--- src/rtl/ps2_game_keys.sv ---
// PS/2 keyboard front end: pin sync, clock glitch filter, 11-bit frame receiver
// and E0/F0 make/break decoder producing the game's duck/jump/restart controls.
module ps2_game_keys #(
  parameter int FILTER_LEN     = 8,
  parameter int TIMEOUT_CYCLES = 100000
) (
  input  logic       clk,
  input  logic       rst,
  input  logic       ps2_clk,
  input  logic       ps2_data,
  output logic       key_low,
  output logic       key_jump,
  output logic       key_restart,
  output logic [7:0] scan_code,
  output logic       scan_valid,
  output logic       frame_err
);
  localparam int FW = $clog2(FILTER_LEN + 1);
  localparam int TW = $clog2(TIMEOUT_CYCLES + 1);

  localparam logic [2:0] K_S = 3'd0, K_DN = 3'd1, K_SP = 3'd2, K_W = 3'd3,
                         K_UP = 3'd4, K_ENT = 3'd5, K_R = 3'd6;

  typedef enum logic [1:0] {IDLE, SHIFT, CHECK} state_t;

  logic [1:0]    clk_sync, dat_sync;
  logic          filt, filt_q, fall;
  logic [FW-1:0] filt_cnt;
  state_t        state, state_n;
  logic [3:0]    bitcnt;
  logic [9:0]    sr;
  logic [TW-1:0] to_cnt;
  logic          timeout, frame_ok;
  logic [7:0]    code_q;
  logic          ext, brk;
  logic [6:0]    held;
  logic          key_hit;
  logic [2:0]    key_idx;

  // Sync + filter: filtered level follows only after FILTER_LEN disagreeing samples.
  always_ff @(posedge clk) begin
    if (rst) begin
      clk_sync <= 2'b11;
      dat_sync <= 2'b11;
      filt     <= 1'b1;
      filt_q   <= 1'b1;
      filt_cnt <= '0;
    end else begin
      clk_sync <= {clk_sync[0], ps2_clk};
      dat_sync <= {dat_sync[0], ps2_data};
      filt_q   <= filt;
      if (clk_sync[1] == filt) begin
        filt_cnt <= '0;
      end else if (filt_cnt == FW'(FILTER_LEN - 1)) begin
        filt     <= clk_sync[1];
        filt_cnt <= '0;
      end else begin
        filt_cnt <= filt_cnt + 1'b1;
      end
    end
  end

  assign fall     = filt_q & ~filt;
  assign frame_ok = (^sr[7:0] ^ sr[8]) & sr[9];
  assign timeout  = (state == SHIFT) && !fall && (to_cnt == TW'(TIMEOUT_CYCLES - 1));

  always_comb begin
    state_n    = state;
    scan_valid = 1'b0;
    frame_err  = 1'b0;
    case (state)
      IDLE:  if (fall && !dat_sync[1]) state_n = SHIFT;
      SHIFT: begin
        if (fall && bitcnt == 4'd9) state_n = CHECK;
        else if (timeout) begin
          frame_err = 1'b1;
          state_n   = IDLE;
        end
      end
      CHECK: begin
        state_n    = IDLE;
        scan_valid = frame_ok;
        frame_err  = ~frame_ok;
      end
      default: state_n = IDLE;
    endcase
  end

  // Frame bits shift in from the top, so after ten samples sr = {stop, parity, data}.
  always_ff @(posedge clk) begin
    if (rst) begin
      state  <= IDLE;
      bitcnt <= '0;
      sr     <= '0;
      to_cnt <= '0;
    end else begin
      state <= state_n;
      if (state == SHIFT) begin
        if (fall) begin
          sr     <= {dat_sync[1], sr[9:1]};
          bitcnt <= bitcnt + 1'b1;
          to_cnt <= '0;
        end else begin
          to_cnt <= to_cnt + 1'b1;
        end
      end else begin
        bitcnt <= '0;
        to_cnt <= '0;
      end
    end
  end

  assign scan_code = scan_valid ? sr[7:0] : code_q;

  always_comb begin
    key_hit = 1'b1;
    key_idx = K_S;
    case ({ext, sr[7:0]})
      9'h01B:  key_idx = K_S;
      9'h172:  key_idx = K_DN;
      9'h029:  key_idx = K_SP;
      9'h01D:  key_idx = K_W;
      9'h175:  key_idx = K_UP;
      9'h05A:  key_idx = K_ENT;
      9'h02D:  key_idx = K_R;
      default: key_hit = 1'b0;
    endcase
  end

  always_ff @(posedge clk) begin
    if (rst) begin
      code_q      <= 8'h00;
      ext         <= 1'b0;
      brk         <= 1'b0;
      held        <= '0;
      key_restart <= 1'b0;
    end else begin
      key_restart <= 1'b0;
      if (scan_valid) begin
        code_q <= sr[7:0];
        if (sr[7:0] == 8'hE0) ext <= 1'b1;
        else if (sr[7:0] == 8'hF0) brk <= 1'b1;
        else begin
          ext <= 1'b0;
          brk <= 1'b0;
          if (key_hit) begin
            held[key_idx] <= ~brk;
            // Only a fresh press restarts; typematic repeats find the bit already set.
            if (!brk && !held[key_idx] && (key_idx == K_ENT || key_idx == K_R))
              key_restart <= 1'b1;
          end
        end
      end
      if (timeout) begin
        ext <= 1'b0;
        brk <= 1'b0;
      end
    end
  end

  assign key_low  = held[K_S] | held[K_DN];
  assign key_jump = held[K_SP] | held[K_W] | held[K_UP];
endmodule

--- config.mk ---
export PLATFORM = sky130hd
export DESIGN_NAME = ps2_game_keys
export DESIGN_NICKNAME = d
export VERILOG_FILES = /design/src/rtl/ps2_game_keys.sv
export SDC_FILE = /design/constraint.sdc
export NUM_CORES = 1
export LEC_CHECK = 0
export CAP_MARGIN = 20
export CORE_AREA = 2 2 92 94
export CTS_CLUSTER_DIAMETER = 150
export CTS_CLUSTER_SIZE = 24
export DETAILED_ROUTE_END_ITERATION = 16
export DIE_AREA = 0 0 94 96
export PLACE_DENSITY = 0.61
export SLEW_MARGIN = 20
export SYNTH_ARGS = -nofsm -noshare
export SYNTH_HDL_FRONTEND = slang
export SYNTH_SLANG_ARGS = --single-unit
--- constraint.sdc ---
create_clock -name clk -period 5 [get_ports clk]
set_input_delay 0.75 -clock clk [delete_from_list [all_inputs] [get_ports clk]]
set_output_delay 0.75 -clock clk [all_outputs]
set_load 0.01 [all_outputs]
==> Yosys cells after proc, flatten, opt, wreduce, memory -nomap -nowiden <==
Cells that the tools add are included.
Widths: inputs -> output; s select.
{ "word_totals": {"out_inout_bits": 13, "regBits": 61, "inputBits": 4, "word_cells": 100} }
{ "classes": {"n_eq_ne": 20, "n_reduce_logical": 26, "mux": 20, "magnitude_cmp": 2, "add_sub_neg": 3, "n_bitwise": 15} }
{ "ops": {"columns": ["cell", "n"], "rows": [
  ["$eq 9x5->1 const B", 2],
  ["$eq 9x6->1 const B", 2],
  ["$eq 9x9->1 const B", 2],
  ["$pmux 3 s6", 1],
  ["$add 17x1->17 const B", 1],
  ["$eq 17x17->1 const B", 1],
  ["$eq 8x8->1 const B", 2],
  ["$mux 1", 10],
  ["$reduce_and 2->1", 5],
  ["$eq 9x7->1 const B", 1],
  ["$not 1->1", 9],
  ["$add 4x1->4 const B", 2],
  ["$mux 8", 1],
  ["$reduce_xor 8->1", 1],
  ["$bwmux 7", 1],
  ["$logic_and 1x1->1", 7],
  ["$reduce_or 7->1", 1],
  ["$eq 3x3->1 const B", 2],
  ["$mux 2", 3],
  ["$reduce_or 3->1", 2],
  ["$reduce_or 5->1", 1],
  ["$eq 4x3->1 const B", 1],
  ["$eq 4x4->1 const B", 1],
  ["$logic_not 1->1", 4],
  ["other kinds (18)", 23]
]} }

==> Depth between registers and ports, before layout <==
Gate-level depths: netlist of the first run.
{ "depth": {"depth_word": 8, "ltp_mapped": 8, "ltp_nobuf": 7} }

==> Least setup slack after synthesis of the first run <==
Ideal clock, no wire load.
{ "synth_path": {"kind": "flip-flop to output port", "start": "reg sr[0]", "end": "out scan_code[1]", "path_slack_ns": 2.245, "t_required_ns": 4.250, "n_path_buf": 1, "path_stages_with_launch": 8, "arrival_ns": 2.005, "cell_sequence": "dfxtp_1 > inv_1 > ha_1 > xnor3_2 > xnor2_4 > nor2_2 > buf_6 > mux2_4"} }
{ "synth_between": {"elab_chain_len": 5} }
{ "synth_rtl": {"columns": ["element", "line_no", "rtl"], "rows": [
  ["from (decl)", "31", "logic [9:0] sr;"],
  ["from (signal assigned)", "100", "sr <= {dat_sync[1], sr[9:1]};"],
  ["$reduce_xor 8->1", "64", "assign frame_ok = (^sr[7:0] ^ sr[8]) & sr[9];"],
  ["$xor 1x1->1", "64", null],
  ["$and 1x1->1", "64", null],
  ["$mux 1", "71", "case (state)"],
  ["via scan_valid", "15", "output logic scan_valid,"],
  ["$mux 8", null, null],
  ["to (decl)", "14", "output logic [7:0] scan_code,"]
]} }
The timed path passes the listed nets, and every way through them passes these cells.

==> Worst setup path in the final report of the first run <==
{ "layout_path": {"start": "reg sr[1]", "end": "out scan_code[0]"} }
{ "layout_between": {"elab_chain_len": 5} }
{ "layout_rtl": {"columns": ["element", "line_no"], "rows": [
  ["$reduce_xor 8->1", "64"],
  ["$xor 1x1->1", "64"],
  ["$and 1x1->1", "64"],
  ["$mux 1", "71"],
  ["$mux 8", null]
]} }
No other way between the ends.

==> results of run 1 <==
flip-flops by register name, summed over array words and instances (netlist names):
| name | cells |
|---|---|
| sr | 10 |
| key_restart | 1 |
| bitcnt | 4 |
| to_cnt | 17 |
| brk | 1 |
| ext | 1 |
| filt | 1 |
| code_q | 8 |
| state | 2 |
| filt_q | 1 |
| held | 7 |
| filt_cnt | 4 |
| dat_sync | 2 |
| clk_sync | 2 |
routing by layer:
metal | wire length, µm | GRT usage [%] | share of wire [%]
met5 | 0 | 0 | 0
met4 | 107 | 4.95 | 1.8
met3 | 203 | 5.72 | 3.5
met2 | 2730 | 23.2 | 47
met1 | 2800 | 17.7 | 48
layout make-up:
class                      count  area (µm²)  area share (%)
clock inverter                 6         110            3.14
timing repair buffer          18         175            5.00
multi-input combinational    244        1670            47.7
inverter                      15        56.3            1.61
tap                          105         131            3.75
clock buffer                  10         138            3.93
sequential                    61        1220            34.9
cell usage after synthesis, drive strengths merged (2+ instances only):
cell type and number:
o21a 2, nor4 4, inv 15, or3 7, nor3 8, a21oi 19
o21ai 7, and3 5, a31oi 3, nand4 7, a311oi 2, nor2b 10
nand3 21, mux2i 4, xor2 13, dfxtp 61, a211oi 2, xnor2 9
ha 21, mux2 8, nor2 36, a21boi 2, nand2 24, nand2b 9
or2 8, clkbuf 10
through the flow:
stage	instances	area [µm²]	util (%)	worst slack, ns
finish	459	3500	43.5	1.00
floorplan	331	3000	-	2.25
global placement	443	3260	40.4	1.40
CTS	459	3500	43.5	0.969
global route	459	3500	43.5	0.821
detailed placement	443	3260	40.4	1.36
placed cells by master (no fill, tap or decap), types with 5 or more instances in the layout:
| cell type | instances |
|---|---|
| a21oi_1 | 19 |
| and3_1 | 5 |
| clkbuf_8 | 10 |
| clkdlybuf4s50_1 | 16 |
| dfxtp_1 | 61 |
| ha_1 | 21 |
| inv_1 | 15 |
| mux2_4 | 6 |
| nand2_1 | 24 |
| nand2b_1 | 9 |
| nand3_1 | 21 |
| nand4_1 | 7 |
| nor2_1 | 35 |
| nor2b_1 | 10 |
| nor3_1 | 8 |
| o21ai_0 | 7 |
| or2_2 | 8 |
| or3_1 | 7 |
| xnor2_1 | 8 |
| xor2_1 | 12 |
critical path, cell delays in order (launching register included):
cell and delay [ns]:
dfxtp_1 0.43, inv_1 0.09, ha_1 0.30, xnor3_2 0.43, xnor2_4 0.18, nor2_2 0.60
mux2_1 0.40, clkdlybuf4s50_1 0.48
cell families after synthesis:
kind of cell / share of synthesized area [%]
AOI/OAI and AO/OA: 8.51
xor gates and xnor gates: 8.10
adders and majority gates: 8.76
buffers and inverters: 3.51
DFF: 40.7
muxes: 5.09
and+or+nand+nor: 25.3
how the worst max path moves through the flow:
stage,from,to,cells past startpoint
5_1_grt,sr[0]$_SDFFE_PP0P_,scan_code[0],7
4_1_cts,sr[1]$_SDFFE_PP0P_,scan_code[7],7
3_3_place_gp,sr[1]$_SDFFE_PP0P_,scan_code[0],7
6_report,sr[1]$_SDFFE_PP0P_,scan_code[0],7
2_1_floorplan,sr[0]$_SDFFE_PP0P_,scan_code[1],7
3_5_place_dp,sr[1]$_SDFFE_PP0P_,scan_code[7],7
power breakdown:
part	switching [mW]	internal, mW	total [mW]	leakage (nW)
clock	0.197	0.344	0.540	0.119
combinational	0.0179	0.00936	0.0273	0.595
sequential	0.00176	0.489	0.491	0.492
==> results.toml, run 1 <==
[timing]
skew_ns = 0.00992
rsz0062_at_grt = "false"
hold_ws_ns = 0.409
fin_crit_ns = 4.00
clock.fmax_mhz = 250
final.setup.tns_ns = 0
setup_violations = 0
worstMarginPinSlew_ns = 0.803
hold_viol = 0
fin_crit_sh_pct = 80.0
drv_slew = 0
slew-limit-headroom_pct = 45.7

[hold_path]
hold-path-endpoint = "clk_sync[1]$_SDFF_PP1_"
hp-start = "clk_sync[0]$_SDFF_PP1_"
holdPathStages = 1
min_path_type = "reg2reg"

[power]
finalPower_mw = 1.06
leakagePower_nw = 1.21
vdd_drop_max_v = 0.000127
power_density_mw_per_mm2 = 302

[synth]
syn_inst = 331
yosys.cell_types.count = 45
ys_ff_latch = 61
ys_seq_area_share_pct = 40.7
synth_ff_type = "dfxtp_1"
synth_area_mm2 = 0.00300
avgSynthCellArea_um2 = 9.06
synth_edf_count = 0
synthDominantCellAreaShare_pct = 40.7
synthArstFlopShare_pct = 0
netlist_top_cells_area = "dfxtp_1 41%, ha_1 8.8%, nor2_1 4.4%, nand3_1 3.5%, xor2_1 3.5%"
yosys.area.top_type = "dfxtp_1"
yosys_warnings = 0
synth_fp_nets = 356

[layout]
layout-drive-gt1-share_pct = 10.5
nets = 374
nFillCells = 805
synthToLayoutAreaGrowth_pct = 16.9
num_antenna_cells = 0

[global_route]
grt_pass1_wl_mm = 10.1
grt.total_usage_pct = 14.4
grt_max_degree = 20
antenna_found_initial = 0
overflow = 0
grt_pass1_vias = 2224

[clocking]
clock_sinks = 61
htreeDepth = 3
cts_resized = 0
ctsRootBufferMaster = "clkbuf_8"
cts_hold_buffers = 0
clockBufferDepth = 2
clk-insertion-delay-late_ns = 0.34
cts_buffers = 9
postCtsSetupBuffers = 0
clkTransAtPathRegs_ns = 0.07
cts_tree = "built"

[setup_path]
critPathCaptureType = "primary output"
r2r-start = "sr[1]$_SDFFE_PP0P_"
ff2ff_path_depth = 7
startpoint_type = "flip-flop"
worstPathRequired_ns = 4.25
worst-setup-path-type = "reg2out"
path_max_fanout = 12
worstPathArrival_ns = 3.25
rr_endpoint = "code_q[7]$_SDFF_PP0_"
regToRegSetupSlack_ns = 2.29

[placed_design]
dp_hpwl_mm = 4.20
place_congestion = 0.832
port_buffers = 16

[die]
die_h_um = 96
placementRows = 33
io_pins = 17
die-area_mm2 = 0.00902
start_util_pct = 37.2
core_area_mm2 = 0.00805
die_w_um = 94

[detailed_routing]
post_drt_wl_per_cell_um = 12.7
vias = 2251
drt_iter0_drc = 101
antenna_violating_nets_post_route = 0
dr.pass1.iters = 4
vias_per_cell = 4.90
drc = 0
wl_mm = 5.85

[run_status]
status = "completed"

[job]
cap_viol_max_count = 0
Note: power is estimated with default switching activity, not from simulation.
==> run 2, diff against run 1 <==
==> constraint.sdc (replaced) <==
create_clock -name clk -period 4.1 [get_ports clk]
set_input_delay 0.615 -clock clk [delete_from_list [all_inputs] [get_ports clk]]
set_output_delay 0.615 -clock clk [all_outputs]
set_load 0.01 [all_outputs]
==> run 2 against run 1 <==
Flip-flop and latch count stayed put. Worst hold slack improved by 0.0018 ns. Critical path depth unchanged.
==> results.toml, run 2 (synthesis gave the netlist of run 1 again) <==
[run_status]
status = "completed"

[detailed_routing]
dr.pass1.iters = 4
drc = 0
antenna_violating_nets_post_route = 0
drt_iter0_drc = 75
post_drt_wl_per_cell_um = 12.3
vias = 2277
vias_per_cell = 4.95
wl_mm = 5.64

[power]
pwr-share-comb_pct = 2.7
leakagePower_nw = 1.20
power_density_mw_per_mm2 = 352
vdd_drop_max_v = 0.000176
p_sw_mw = 0.274
p_int_mw = 0.953
finalPower_mw = 1.23
clock_power_share_pct = 48.5
switching_share_pct = 22.3
seqPwrFrac_pct = 48.7

[timing]
setup_violations = 0
hold_viol = 0
rsz0062_at_grt = "false"
worst_slack_ns = 0.237
drv_slew = 0
clock.fmax_mhz = 259
fin_crit_sh_pct = 94.2
slew-limit-headroom_pct = 47.8
final.setup.tns_ns = 0
worstMarginPinSlew_ns = 0.772
skew_ns = 0.0106
fin_crit_ns = 3.86

[job]
cap_viol_max_count = 0

[setup_path]
slowest_stage = "nor2_2"
regToRegSetupSlack_ns = 1.41
cp_cell_sequence = "inv_1, ha_1, xnor3_2, xnor2_4, nor2_2, mux2_1, clkdlybuf4s50_1"
slowest_delay_ns = 0.58
worstPathArrival_ns = 3.25
r2r-start = "sr[1]$_SDFFE_PP0P_"
critPathCaptureType = "primary output"
ff2ff_path_depth = 7
startpoint_type = "flip-flop"
worst-setup-path-type = "reg2out"
rr_endpoint = "code_q[0]$_SDFF_PP0_"
path_max_fanout = 12
worstPathRequired_ns = 3.48

[clocking]
cts_buffers = 9
cts_resized = 0
cts_hold_buffers = 0
clk-insertion-delay-late_ns = 0.34
postCtsSetupBuffers = 0
htreeDepth = 3
clockBufferDepth = 2
ctsRootBufferMaster = "clkbuf_8"
clkTransAtPathRegs_ns = 0.07
cts_tree = "built"
clock_sinks = 61

[die]
die_w_um = 94
io_pins = 17
core_area_mm2 = 0.00805
die_h_um = 96
die-area_mm2 = 0.00902
start_util_pct = 37.2
placementRows = 33

[hold_path]
holdPathStages = 1
hold-path-endpoint = "clk_sync[1]$_SDFF_PP1_"
hp-start = "clk_sync[0]$_SDFF_PP1_"
min_path_type = "reg2reg"

[global_route]
antenna_found_initial = 0
grt.total_usage_pct = 14.0
grt_pass1_vias = 2170
grt_pass1_wl_mm = 9.87
overflow = 0
grt_max_degree = 37

[layout]
multi_input_area_mm2 = 0.00167
synthToLayoutAreaGrowth_pct = 16.2
final-seq-area_mm2 = 0.00122
final_cell_mix = "61 x dfxtp_1, 35 x nor2_1, 24 x nand2_1, 21 x nand3_1, 21 x ha_1"
nFillCells = 794
nets = 375
layout_commonest_cell = "dfxtp_1"
layout-drive-gt1-share_pct = 10.7
largest_reg_flops = 17
top_regs = "to_cnt: 17 flops, sr: 10 flops, code_q: 8 flops"
regMostFlops = "to_cnt"
num_antenna_cells = 0

[placed_design]
pre_cts_ws_ns = 0.595
dp_hpwl_mm = 3.98
port_buffers = 16
place_congestion = 0.857
-- run 2: changes by cell type in the layout (fill, tap and decap cells not counted), sizes merged --
cell and change:
inv +2, buf +1, bufinv -1, clkbuf -1
-- run 2: final cells by class --
type	count	share of cell area (%)
clock inverter	7	2.80
multi-input combinational	244	48.0
sequential	61	35.0
inverter	15	1.62
tap	105	3.77
clock buffer	9	3.55
timing repair buffer	19	5.24
-- run 2: power groups by stage --
stage                     Sequential [mW]  Combinational [mW]  Clock [mW]
after floorplan                     0.611              0.0238           0
after global placement              0.612              0.0341           0
after detailed placement            0.612              0.0340           0
after CTS                           0.598              0.0343       0.612
after global routing                0.598              0.0376       0.644
final                               0.598              0.0333       0.596
-- run 2: worst max path at each step --
stage / from / to / slack [ns] / cells past startpoint
5_1_grt: sr[1]$_SDFFE_PP0P_ / scan_code[0] / 0.03 / 7
4_1_cts: sr[1]$_SDFFE_PP0P_ / scan_code[0] / 0.21 / 7
3_3_place_gp: sr[1]$_SDFFE_PP0P_ / scan_code[0] / 0.64 / 7
6_report: sr[1]$_SDFFE_PP0P_ / scan_code[0] / 0.24 / 7
2_1_floorplan: sr[0]$_SDFFE_PP0P_ / scan_code[1] / 1.48 / 7
3_5_place_dp: sr[1]$_SDFFE_PP0P_ / scan_code[0] / 0.59 / 7
-- run 2: critical path: cells and delay by family (launching register included) --
kind / cells / cell delay, ns
adder cells (fa/ha/maj): 1 / 0.30
multiplexers: 1 / 0.40
XOR/XNOR: 2 / 0.61
flip-flops: 1 / 0.43
AND/OR/NAND/NOR: 1 / 0.58
buffers and inverters: 2 / 0.58
-- run 2: stage by stage --
stage | area, µm² | hold WS, ns | std cells | util [%]
2_1_floorplan | 3000 | 0.389 | 331 | -
3_3_place_gp | 3260 | 0.393 | 444 | 40.5
3_5_place_dp | 3260 | 0.394 | 444 | 40.5
4_1_cts | 3480 | 0.413 | 460 | 43.3
5_1_grt | 3480 | 0.422 | 460 | 43.3
6_report | 3480 | 0.411 | 460 | 43.3
-- run 2: layer usage --
layer	vias up	share of wire, %	GRT usage [%]	wire [µm]
met5	-	0	0	0
met4	0	1.8	7.37	99
met3	9	2.9	3.68	165
met2	31	45	20.9	2520
met1	1065	51	18.7	2850
li1	1172	-	-	-
==> run 3, diff against run 2 <==
--- a/config.mk
+++ b/config.mk
@@ -6,13 +6,13 @@
 export NUM_CORES = 1
 export LEC_CHECK = 0
 export CAP_MARGIN = 20
-export CORE_AREA = 2 2 92 94
+export CORE_AREA = 2 2 75 77
 export CTS_CLUSTER_DIAMETER = 150
 export CTS_CLUSTER_SIZE = 24
 export DETAILED_ROUTE_END_ITERATION = 16
-export DIE_AREA = 0 0 94 96
-export PLACE_DENSITY = 0.61
-export SLEW_MARGIN = 20
+export DIE_AREA = 0 0 77 79
+export PLACE_DENSITY = 0.84
+export SLEW_MARGIN = 30
 export SYNTH_ARGS = -nofsm -noshare
 export SYNTH_HDL_FRONTEND = slang
 export SYNTH_SLANG_ARGS = --single-unit
==> run 3 against run 2 <==
Sequential share of layout area is 0.65 points higher. Critical path depth rose by 1. Design area decreased by 1.8%. Die area fell by 33%. Setup slack gained 0.26 ns. Flip-flop and latch count did not move. Non-clock buffer count grew 1. Register-to-register slack gained 0.24 ns. Core utilization up 21 points. Largest power group unchanged.
==> results.toml, run 3 (synthesis gave the netlist of run 1 again) <==
[power]
p_int_mw = 0.902
clock_power_share_pct = 44.8
finalPower_mw = 1.15
switching_share_pct = 21.3
vdd_drop_max_v = 0.000237
p_sw_mw = 0.244
leakagePower_nw = 1.20
power_density_mw_per_mm2 = 335
seqPwrFrac_pct = 52.3
pwr-share-comb_pct = 2.9

[setup_path]
worstPathArrival_ns = 2.99
path_max_fanout = 12
worstPathRequired_ns = 3.48
worst-setup-path-type = "reg2out"
slowest_stage = "clkdlybuf4s50_1"
cp_cell_sequence = "inv_1, ha_1, xnor3_2, xnor2_4, nor2_2, buf_4, mux2_1, clkdlybuf4s50_1"
slowest_delay_ns = 0.49
critPathCaptureType = "primary output"
startpoint_type = "flip-flop"

[die]
die-area_mm2 = 0.00608
io_pins = 17
die_w_um = 77
start_util_pct = 56.2
die_h_um = 79
core_area_mm2 = 0.00534
placementRows = 27

[clocking]
cts_hold_buffers = 0
clock_sinks = 61
ctsRootBufferMaster = "clkbuf_8"
cts_buffers = 9
cts_tree = "built"
htreeDepth = 3
clk-insertion-delay-late_ns = 0.34
clkTransAtPathRegs_ns = 0.07
clockBufferDepth = 2
postCtsSetupBuffers = 0
cts_resized = 0

[layout]
layout_commonest_cell = "dfxtp_1"
final_core_util_pct = 64.1
regMostFlops = "to_cnt"
largest_reg_flops = 17
layout-drive-gt1-share_pct = 10.7
synthToLayoutAreaGrowth_pct = 14.1
final_cell_mix = "61 x dfxtp_1, 35 x nor2_1, 24 x nand2_1, 21 x nand3_1, 21 x ha_1"
top_regs = "to_cnt: 17 flops, sr: 10 flops, code_q: 8 flops"
nets = 376
num_antenna_cells = 0

[detailed_routing]
drc = 0
drt_iter0_drc = 95
vias_per_cell = 5.44
dr.pass1.iters = 4
post_drt_wl_per_cell_um = 13.9
vias = 2329
antenna_violating_nets_post_route = 0
wl_mm = 5.94

[placed_design]
place_congestion = 0.939
port_buffers = 16
dp_hpwl_mm = 4.16

[timing]
slew-limit-headroom_pct = 55.5
hold_viol = 0
worstMarginPinSlew_ns = 0.658
skew_ns = 0.00598
setup_violations = 0
drv_slew = 0
rsz0062_at_grt = "false"
fin_crit_sh_pct = 88.0
clock.fmax_mhz = 277
fin_crit_ns = 3.61
final.setup.tns_ns = 0
hold_ws_ns = 0.417

[global_route]
overflow = 0
grt_pass1_vias = 2278
antenna_found_initial = 0
grt.total_usage_pct = 21.7
grt_max_degree = 23
grt_pass1_wl_mm = 10.4

[job]
cap_viol_max_count = 0

[run_status]
status = "completed"

[hold_path]
min_path_type = "reg2reg"
## run 3: cell count changes in the layout (fill, tap and decap cells not counted), sizes merged
cell,delta
clkbuf,+2
bufinv,-1
clkinvlp,-2
clkinv,+3
buf,+1
inv,-2
## run 3: metrics by stage
step	cells	cell area [µm²]	setup WS, ns
after floorplan	331	3000	1.48
after global routing	428	3420	0.333
after detailed placement	412	3230	0.885
after global placement	412	3230	0.974
final	428	3420	0.493
after CTS	428	3420	0.487
## run 3: per-layer routing
metal / GRT usage [%] / vias to the layer above / wire length, µm
li1: - / 1171 / -
met1: 24.7 / 1087 / 2570
met2: 38.2 / 63 / 3040
met3: 7.95 / 8 / 247
met4: 6.43 / 0 / 85
met5: 0 / - / 0
## run 3: final timing paths
path,startpoint,end,slack [ns],depth (start not counted)
setup reg to reg,sr[1]$_SDFFE_PP0P_,held[1]$_SDFFE_PP0P_,1.65,7
setup / recovery,sr[1]$_SDFFE_PP0P_,scan_code[7],0.49,8
hold reg to reg,dat_sync[0]$_SDFF_PP1_,dat_sync[1]$_SDFF_PP1_,0.42,1
hold / removal,dat_sync[0]$_SDFF_PP1_,dat_sync[1]$_SDFF_PP1_,0.42,1
## run 3: final cells by class
| cell class | instances | area (µm²) |
|---|---|---|
| Fill cell | 452 | 1920 |
| Sequential cell | 61 | 1220 |
| Tap cell | 72 | 90.1 |
| Clock buffer | 11 | 141 |
| Multi-Input combinational cell | 244 | 1670 |
| Inverter | 15 | 56.3 |
| Timing Repair Buffer | 20 | 190 |
| Clock inverter | 5 | 50.0 |
## run 3: worst max-delay path, delay by kind of cell, from the launching register on
family | cells | cell delay, ns
multiplexers | 1 | 0.36
adder cells (fa/ha/maj) | 1 | 0.30
XOR/XNOR | 2 | 0.61
AND/OR/NAND/NOR | 1 | 0.13
buffers and inverters | 3 | 0.83
flip-flops | 1 | 0.42
## run 3: power by group through the flow
stage / Combinational (mW) / Clock [mW] / Sequential, mW
2_1_floorplan: 0.0238 / 0 / 0.611
3_3_place_gp: 0.0324 / 0 / 0.612
3_5_place_dp: 0.0326 / 0 / 0.612
4_1_cts: 0.0331 / 0.528 / 0.599
5_1_grt: 0.0371 / 0.555 / 0.599
6_report: 0.0332 / 0.513 / 0.599
